===== config.mk =====
export PLATFORM = sky130hd
export DESIGN_NAME = vga_sync_gen
export DESIGN_NICKNAME = d
export VERILOG_FILES = /design/src/rtl/vga_sync_gen.sv
export SDC_FILE = /design/constraint.sdc
export NUM_CORES = 1
export LEC_CHECK = 0
export BUFFER_PORTS_ARGS = -buffer_cell sky130_fd_sc_hd__buf_2
export CORE_MARGIN = 8
export CORE_UTILIZATION = 40
export DETAILED_ROUTE_END_ITERATION = 16
export PLACE_DENSITY = 0.58
export SLEW_MARGIN = 20
export SYNTH_ARGS = -nofsm -noshare
export SYNTH_HDL_FRONTEND = slang
export SYNTH_SLANG_ARGS = --single-unit
export TNS_END_PERCENT = 5

===== constraint.sdc =====
create_clock -name Clk -period 2.2 [get_ports Clk]
set_clock_uncertainty 0.15 [all_clocks]
set_input_delay 0.22 -clock Clk [delete_from_list [all_inputs] [get_ports Clk]]
set_output_delay 0.22 -clock Clk [all_outputs]
set_load 0.02 [all_outputs]

===== src/rtl/vga_sync_gen.sv =====
// VGA timing generator. It divides the system clock into a pixel clock-enable
// and walks the horizontal and vertical counters through the active, front
// porch, sync and back porch regions. hs, vs and blank_n are registered on the
// same edge as DrawX/DrawY, so they always describe the coordinates shown in
// the same cycle.
// Optional feature: define VGA_SYNC_FRAME_COUNT_EN to build the 6-bit
// FrameCount register. Without it, FrameCount is tied to zero.
module vga_sync_gen #(
  parameter int unsigned CLK_DIV   = 2,
  parameter int unsigned H_VISIBLE = 640,
  parameter int unsigned H_FP      = 16,
  parameter int unsigned H_SYNC    = 96,
  parameter int unsigned H_BP      = 48,
  parameter int unsigned V_VISIBLE = 480,
  parameter int unsigned V_FP      = 10,
  parameter int unsigned V_SYNC    = 2,
  parameter int unsigned V_BP      = 33,
  parameter int unsigned CNT_W     = 10
) (
  input  logic             Clk,
  input  logic             Reset,
  output logic             pix_ce,
  output logic             hs,
  output logic             vs,
  output logic             blank_n,
  output logic [CNT_W-1:0] DrawX,
  output logic [CNT_W-1:0] DrawY,
  output logic             frame_start,
  output logic             line_end,
  output logic [5:0]       FrameCount
);

  localparam int unsigned HTotal = H_VISIBLE + H_FP + H_SYNC + H_BP;
  localparam int unsigned VTotal = V_VISIBLE + V_FP + V_SYNC + V_BP;
  localparam int unsigned DivW   = (CLK_DIV > 1) ? $clog2(CLK_DIV) : 1;

  localparam logic [DivW-1:0]  DivLast  = DivW'(CLK_DIV - 1);
  // Last coordinate of each region; a region change happens on the pix_ce
  // where the counter sits on one of these values.
  localparam logic [CNT_W-1:0] HActEnd  = CNT_W'(H_VISIBLE - 1);
  localparam logic [CNT_W-1:0] HFpEnd   = CNT_W'(H_VISIBLE + H_FP - 1);
  localparam logic [CNT_W-1:0] HSyncEnd = CNT_W'(H_VISIBLE + H_FP + H_SYNC - 1);
  localparam logic [CNT_W-1:0] HLast    = CNT_W'(HTotal - 1);
  localparam logic [CNT_W-1:0] VActEnd  = CNT_W'(V_VISIBLE - 1);
  localparam logic [CNT_W-1:0] VFpEnd   = CNT_W'(V_VISIBLE + V_FP - 1);
  localparam logic [CNT_W-1:0] VSyncEnd = CNT_W'(V_VISIBLE + V_FP + V_SYNC - 1);
  localparam logic [CNT_W-1:0] VLast    = CNT_W'(VTotal - 1);

  typedef enum logic [1:0] {HActive, HFront, HSync, HBack} h_state_e;
  typedef enum logic [1:0] {VActive, VFront, VSync, VBack} v_state_e;

  logic [DivW-1:0]  div_q, div_d;
  logic [CNT_W-1:0] x_q, x_d, y_q, y_d;
  h_state_e         h_state_q, h_state_d;
  v_state_e         v_state_q, v_state_d;
  logic             hs_q, hs_d, vs_q, vs_d, blank_n_q, blank_n_d;
  logic             h_wrap;

  // Clock divider and the pulses decoded from the current registered state.
  always_comb begin
    div_d       = (div_q == DivLast) ? '0 : div_q + 1'b1;
    // Held low while Reset is asserted so CLK_DIV = 1 still shows the idle state.
    pix_ce      = (div_q == DivLast) & ~Reset;
    h_wrap      = (x_q == HLast);
    line_end    = pix_ce & h_wrap;
    frame_start = line_end & (y_q == VLast);
  end

  // Pixel and line counters; the V step and both wraps share the H wrap pulse.
  always_comb begin
    x_d = x_q;
    y_d = y_q;
    if (pix_ce) begin
      x_d = h_wrap ? '0 : x_q + 1'b1;
      if (h_wrap) begin
        y_d = (y_q == VLast) ? '0 : y_q + 1'b1;
      end
    end
  end

  // Horizontal region FSM, stepping on every pixel.
  always_comb begin
    h_state_d = h_state_q;
    if (pix_ce) begin
      unique case (h_state_q)
        HActive: if (x_q == HActEnd)  h_state_d = HFront;
        HFront:  if (x_q == HFpEnd)   h_state_d = HSync;
        HSync:   if (x_q == HSyncEnd) h_state_d = HBack;
        HBack:   if (x_q == HLast)    h_state_d = HActive;
        default: h_state_d = HActive;
      endcase
    end
  end

  // Vertical region FSM, stepping only at the end of each line.
  always_comb begin
    v_state_d = v_state_q;
    if (pix_ce && h_wrap) begin
      unique case (v_state_q)
        VActive: if (y_q == VActEnd)  v_state_d = VFront;
        VFront:  if (y_q == VFpEnd)   v_state_d = VSync;
        VSync:   if (y_q == VSyncEnd) v_state_d = VBack;
        VBack:   if (y_q == VLast)    v_state_d = VActive;
        default: v_state_d = VActive;
      endcase
    end
  end

  // Sync and blank decode from the next state so they land with the counters.
  always_comb begin
    hs_d      = (h_state_d != HSync);
    vs_d      = (v_state_d != VSync);
    blank_n_d = (h_state_d == HActive) && (v_state_d == VActive);
  end

  // State registers with synchronous reset.
  always_ff @(posedge Clk) begin
    if (Reset) begin
      div_q     <= '0;
      x_q       <= '0;
      y_q       <= '0;
      h_state_q <= HActive;
      v_state_q <= VActive;
      hs_q      <= 1'b1;
      vs_q      <= 1'b1;
      blank_n_q <= 1'b1;
    end else begin
      div_q     <= div_d;
      x_q       <= x_d;
      y_q       <= y_d;
      h_state_q <= h_state_d;
      v_state_q <= v_state_d;
      hs_q      <= hs_d;
      vs_q      <= vs_d;
      blank_n_q <= blank_n_d;
    end
  end

  assign DrawX   = x_q;
  assign DrawY   = y_q;
  assign hs      = hs_q;
  assign vs      = vs_q;
  assign blank_n = blank_n_q;

`ifdef VGA_SYNC_FRAME_COUNT_EN
  logic [5:0] fc_q, fc_d;

  // Count vs falling edges: the line wrap that moves DrawY into the sync band.
  always_comb begin
    fc_d = fc_q;
    if (pix_ce && h_wrap && (y_q == VFpEnd)) begin
      fc_d = fc_q + 6'd1;
    end
  end

  // Frame counter register.
  always_ff @(posedge Clk) begin
    if (Reset) begin
      fc_q <= '0;
    end else begin
      fc_q <= fc_d;
    end
  end

  assign FrameCount = fc_q;
`else
  assign FrameCount = 6'd0;
`endif

endmodule


**Word-level counts from Yosys, hierarchy flattened**

Index checks and enable logic that the tools add are counted.

- Register bits after elaboration: 28
- Latch bits: 0
- RAM bits: 0
- Bits in read-only memories: 0
- Bits of input ports: 2
- Output and inout bits: 32
- Memories: 0

- Add/subtract/negate cells: 3
- Multipliers: 0
- Divide/modulo/power cells: 0
- Magnitude comparators: 0
- Eq/ne operators: 16
- Shifts and indexed selects: 0
- Muxes and demuxes: 14
- Bitwise operators: 4
- Reductions and logical operators: 8

Operators with widths:

| kind | count |
|---|---|
| $eq A10 B10 Y1 const B | 5 |
| $eq A10 B9 Y1 const B | 3 |
| $add A10 B1 Y10 const B | 2 |
| $mux W10 | 2 |
| $mux W2 | 10 |
| $pmux W2 S4 | 2 |
| $eq A2 B2 Y1 const B | 4 |
| $logic_not A2 Y1 | 4 |
| $eq A2 B1 Y1 const B | 2 |
| $ne A2 B2 Y1 const B | 2 |
| $and A1 B1 Y1 | 3 |
| $logic_and A1 B1 Y1 | 2 |
| $reduce_and A2 Y1 | 1 |
| $reduce_or A2 Y1 | 1 |
| $add A1 B1 Y1 const B | 1 |
| $not A1 Y1 | 1 |

**Depth between registers and ports, before layout**

- Depth after elaboration: 6
- Gate-level depth with buffers: 9
- Mapped depth without buffers: 7

**Least setup slack after synthesis**

Ideal clock, no wire load.

- Path kind: reg-to-reg
- Start point: register x_q[0] (netlist: DrawX[0])
- End point: register y_q[5] (netlist: DrawY[5])
- Setup time: 0.124 ns
- Arrival: 1.790 ns
- Required time: 1.926 ns
- Setup slack: 0.136 ns
- Stages on the path, launching flop included: 10
- Path buffers: 2
- Cells stage by stage: dfxtp_1 ha_1 and3_1 nand4_4 inv_2 buf_6 buf_2 nand3_1 xor2_1 nor2_1

- Cells in the longest elaborated chain, start to end: 2

Ends and longest elaborated chain:

| what | line | RTL |
|---|---|---|
| start: declaration | 53 | `logic [CNT_W-1:0] x_q, x_d, y_q, y_d;` |
| start signal: assignment | 120 | `x_q <= '0;` |
| start signal: assignment | 129 | `x_q <= x_d;` |
| $eq A10 B10 Y1 | 64 | `h_wrap = (x_q == HLast);` |
| $reduce_and A2 Y1 (no source line) | - |  |
| end signal: assignment | 130 | `y_q <= y_d;` |
| end: declaration | 53 |  |

No other way between the ends.
A chain may end at the register's enable or synchronous reset.

**Worst setup path after layout**

- Start point: register x_q[1] (netlist: DrawX[1])
- End point: output port line_end

- Cells in the longest elaborated chain, start to end: 2

Ends and longest elaborated chain:

| what | line | RTL |
|---|---|---|
| $eq A10 B10 Y1 | 64 |  |
| $and A1 B1 Y1 | 65 | `line_end = pix_ce & h_wrap;` |
| end: declaration | 29 | `output logic line_end,` |

No other way between the ends.

==> flow_summary.json <==
{
  "drc": 0,
  "power_switching_w": 0.000191,
  "clock_sinks": 28,
  "area_growth_pct": 16.5,
  "num_io_pins": 34,
  "diodes": 0,
  "critPathArrivalTime_ps": 1700,
  "die-area_um2": 5740,
  "synth_top_area_share": 0.392,
  "htree_levels": 1,
  "end_kind": "output pin",
  "synth.distinct_cells": 39,
  "timing.final.crit_period_ps": 2070,
  "irDropWorstVdd_mv": 0.247,
  "grt_max_degree": 16,
  "p_comb_frac": 0.052,
  "dr.pass1.iters": 4,
  "crit_type": "flip-flop to output pin",
  "dp_cells": 231,
  "fp.dieH_um": 75.8,
  "p_int_w": 0.000624,
  "clkSlewWorstSetupHoldPaths_ps": 150,
  "fp.coreArea_um2": 3390,
  "clkPwrFrac": 0.315,
  "rows": 21,
  "powerDensity_nw_per_um2": 489,
  "min_path_type": "input port to flip-flop",
  "synth_seq_area_share": 0.392,
  "antenna_found_initial": 0,
  "p_seq_frac": 0.633,
  "setup_tns_ps": 0,
  "place_hpwl_mm": 2.43,
  "rsz0062_at_grt": "false",
  "maxCapViolCount": 0,
  "final_antenna_net_count": 0,
  "synth-warning-count": 0,
  "portBuffers": 27,
  "clock_latency_ps": 330,
  "grtUsageTotal": 0.117,
  "grt_pass1_vias": 1146,
  "cts_buffers": 3,
  "ctsHoldBuffers": 0,
  "cts_tree": "built",
  "report.final.setup_viol": 0,
  "worst_setup_path_start_kind": "flip-flop",
  "critPathMaxFanout": 12,
  "synth.area.top_cells": "dfxtp_1, xor2_1, nor2_1",
  "avgSynthCellArea_um2": 8.94,
  "stdcell_count": 237,
  "cts-root-buf": "clkbuf_4",
  "finalCritPeriodShare": 0.942,
  "gp_congestion": 0.890,
  "wirelength_mm": 3.15,
  "drive_gt1_frac": 0.257,
  "async_flop_share": 0,
  "status": "complete, no violations",
  "synth_flop_cell": "dfxtp_1",
  "vias_per_cell": 5.04,
  "synth_common_cells": "dfxtp_1, nor2_1, nand3_1, xor2_1, nand2_1",
  "ys_ff_latch": 28,
  "yosys.area.top_type": "dfxtp_1",
  "synth-edff-count": 0,
  "wire_per_inst_um": 13.3,
  "first_iter_violations": 62,
  "start_util": 0.422,
  "switching_share": 0.234,
  "grt_overflow": 0,
  "crit_required_ps": 1830,
  "fp.dieW_um": 75.8,
  "finalHoldViolations": 0,
  "ctsLongestPathBuffers": 2,
  "fmax_mhz": 482,
  "reg2reg_slack_ps": 250,
  "synth.most_common_cell": "dfxtp_1",
  "synth.cell_area_um2": 1430,
  "syn_inst": 160,
  "p_leak_nw": 0.702,
  "grt_pass1_wl_mm": 5.25,
  "finalNetCount": 198,
  "finalMaxSlewViolations": 0,
  "finalPower_w": 0.000814,
  "vias": 1194
}
worst max-delay path, stage by stage, from the launching register on:
cell and delay [ps]:
dfxtp_4 400, ha_1 160, and3_2 240, nand4_4 140, clkinv_4 110, buf_6 150, buf_2 170
cells in the final DEF, fill, tap and decap left out, drive strengths merged, types with 2 or more instances in the layout:
| cell type | n |
|---|---|
| nor2 | 17 |
| buf | 32 |
| conb | 6 |
| and3 | 7 |
| xnor2 | 5 |
| nor4 | 4 |
| xor2 | 12 |
| nand2b | 4 |
| dfxtp | 28 |
| clkbuf | 4 |
| and2 | 2 |
| inv | 8 |
| a21oi | 4 |
| nand3 | 13 |
| o21ai | 2 |
| nand4b | 2 |
| nand2 | 9 |
| nand4 | 6 |
| ha | 4 |
| nor3 | 8 |
logic make-up after synthesis:
family          share of synthesized area
flops                               0.392
simple gates                        0.314
fa+ha+maj                          0.0350
mux                               0.00700
xor+xnor                            0.104
compound gates                     0.0726
other cells                       0.00262
buf+inv                            0.0726
path summary, 6_finish.rpt:
check / from / cells after the start / end
max: DrawX[1] / 6 / line_end
min: Reset / 3 / DrawX[4]
max reg2reg: DrawX[1] / 6 / blank_n
min reg2reg: DrawY[1] / 2 / DrawY[1]
what timing repair did:
action,4_1_cts,5_1_grt
endpoints found under the setup margin,2,2
gates resized for setup,3,7
setup buffers,0,2
layer usage:
layer / vias to the layer above / routed length (um) / global-route usage
met1: 552 / 1570 / 0.160
li1: 612 / - / -
met4: 0 / 19 / 0.0448
met5: - / 0 / 0
met2: 28 / 1380 / 0.172
met3: 2 / 179 / 0.0263
registers in the layout, summed over array words and instances (netlist names):
register and flops:
DrawX 10, DrawY 10, blank_n 1, div_q 1, h_state_q 2, hs 1
v_state_q 2, vs 1
layout make-up:
type,count,area [um^2]
fillers,337,1720
multi-input cells,118,791
flip-flops and latches,28,567
repair buffers,32,176
well taps,46,57.6
inverters,9,38.8
clock buffers,4,36.3
power groups by stage:
stage,Clock [W],Sequential [W],Combinational [W]
after floorplan,0,0.000530,0.0000330
after global placement,0,0.000526,0.0000414
after detailed placement,0,0.000526,0.0000424
after CTS,0.000266,0.000516,0.0000426
after global routing,0.000287,0.000516,0.0000463
final,0.000256,0.000515,0.0000427
stage by stage:
step / utilization / hold slack, ps / area, um^2 / worst slack, ps
3_3_place_gp: 0.470 / 332 / 1590 / 285
4_1_cts: 0.482 / 86.8 / 1640 / 0.0950
3_5_place_dp: 0.470 / 345 / 1590 / 168
2_1_floorplan: - / 161 / 1450 / 136
5_1_grt: 0.492 / 70.3 / 1670 / 11.6
6_report: 0.492 / 87.5 / 1670 / 127
(Power assumes the default switching activity.)
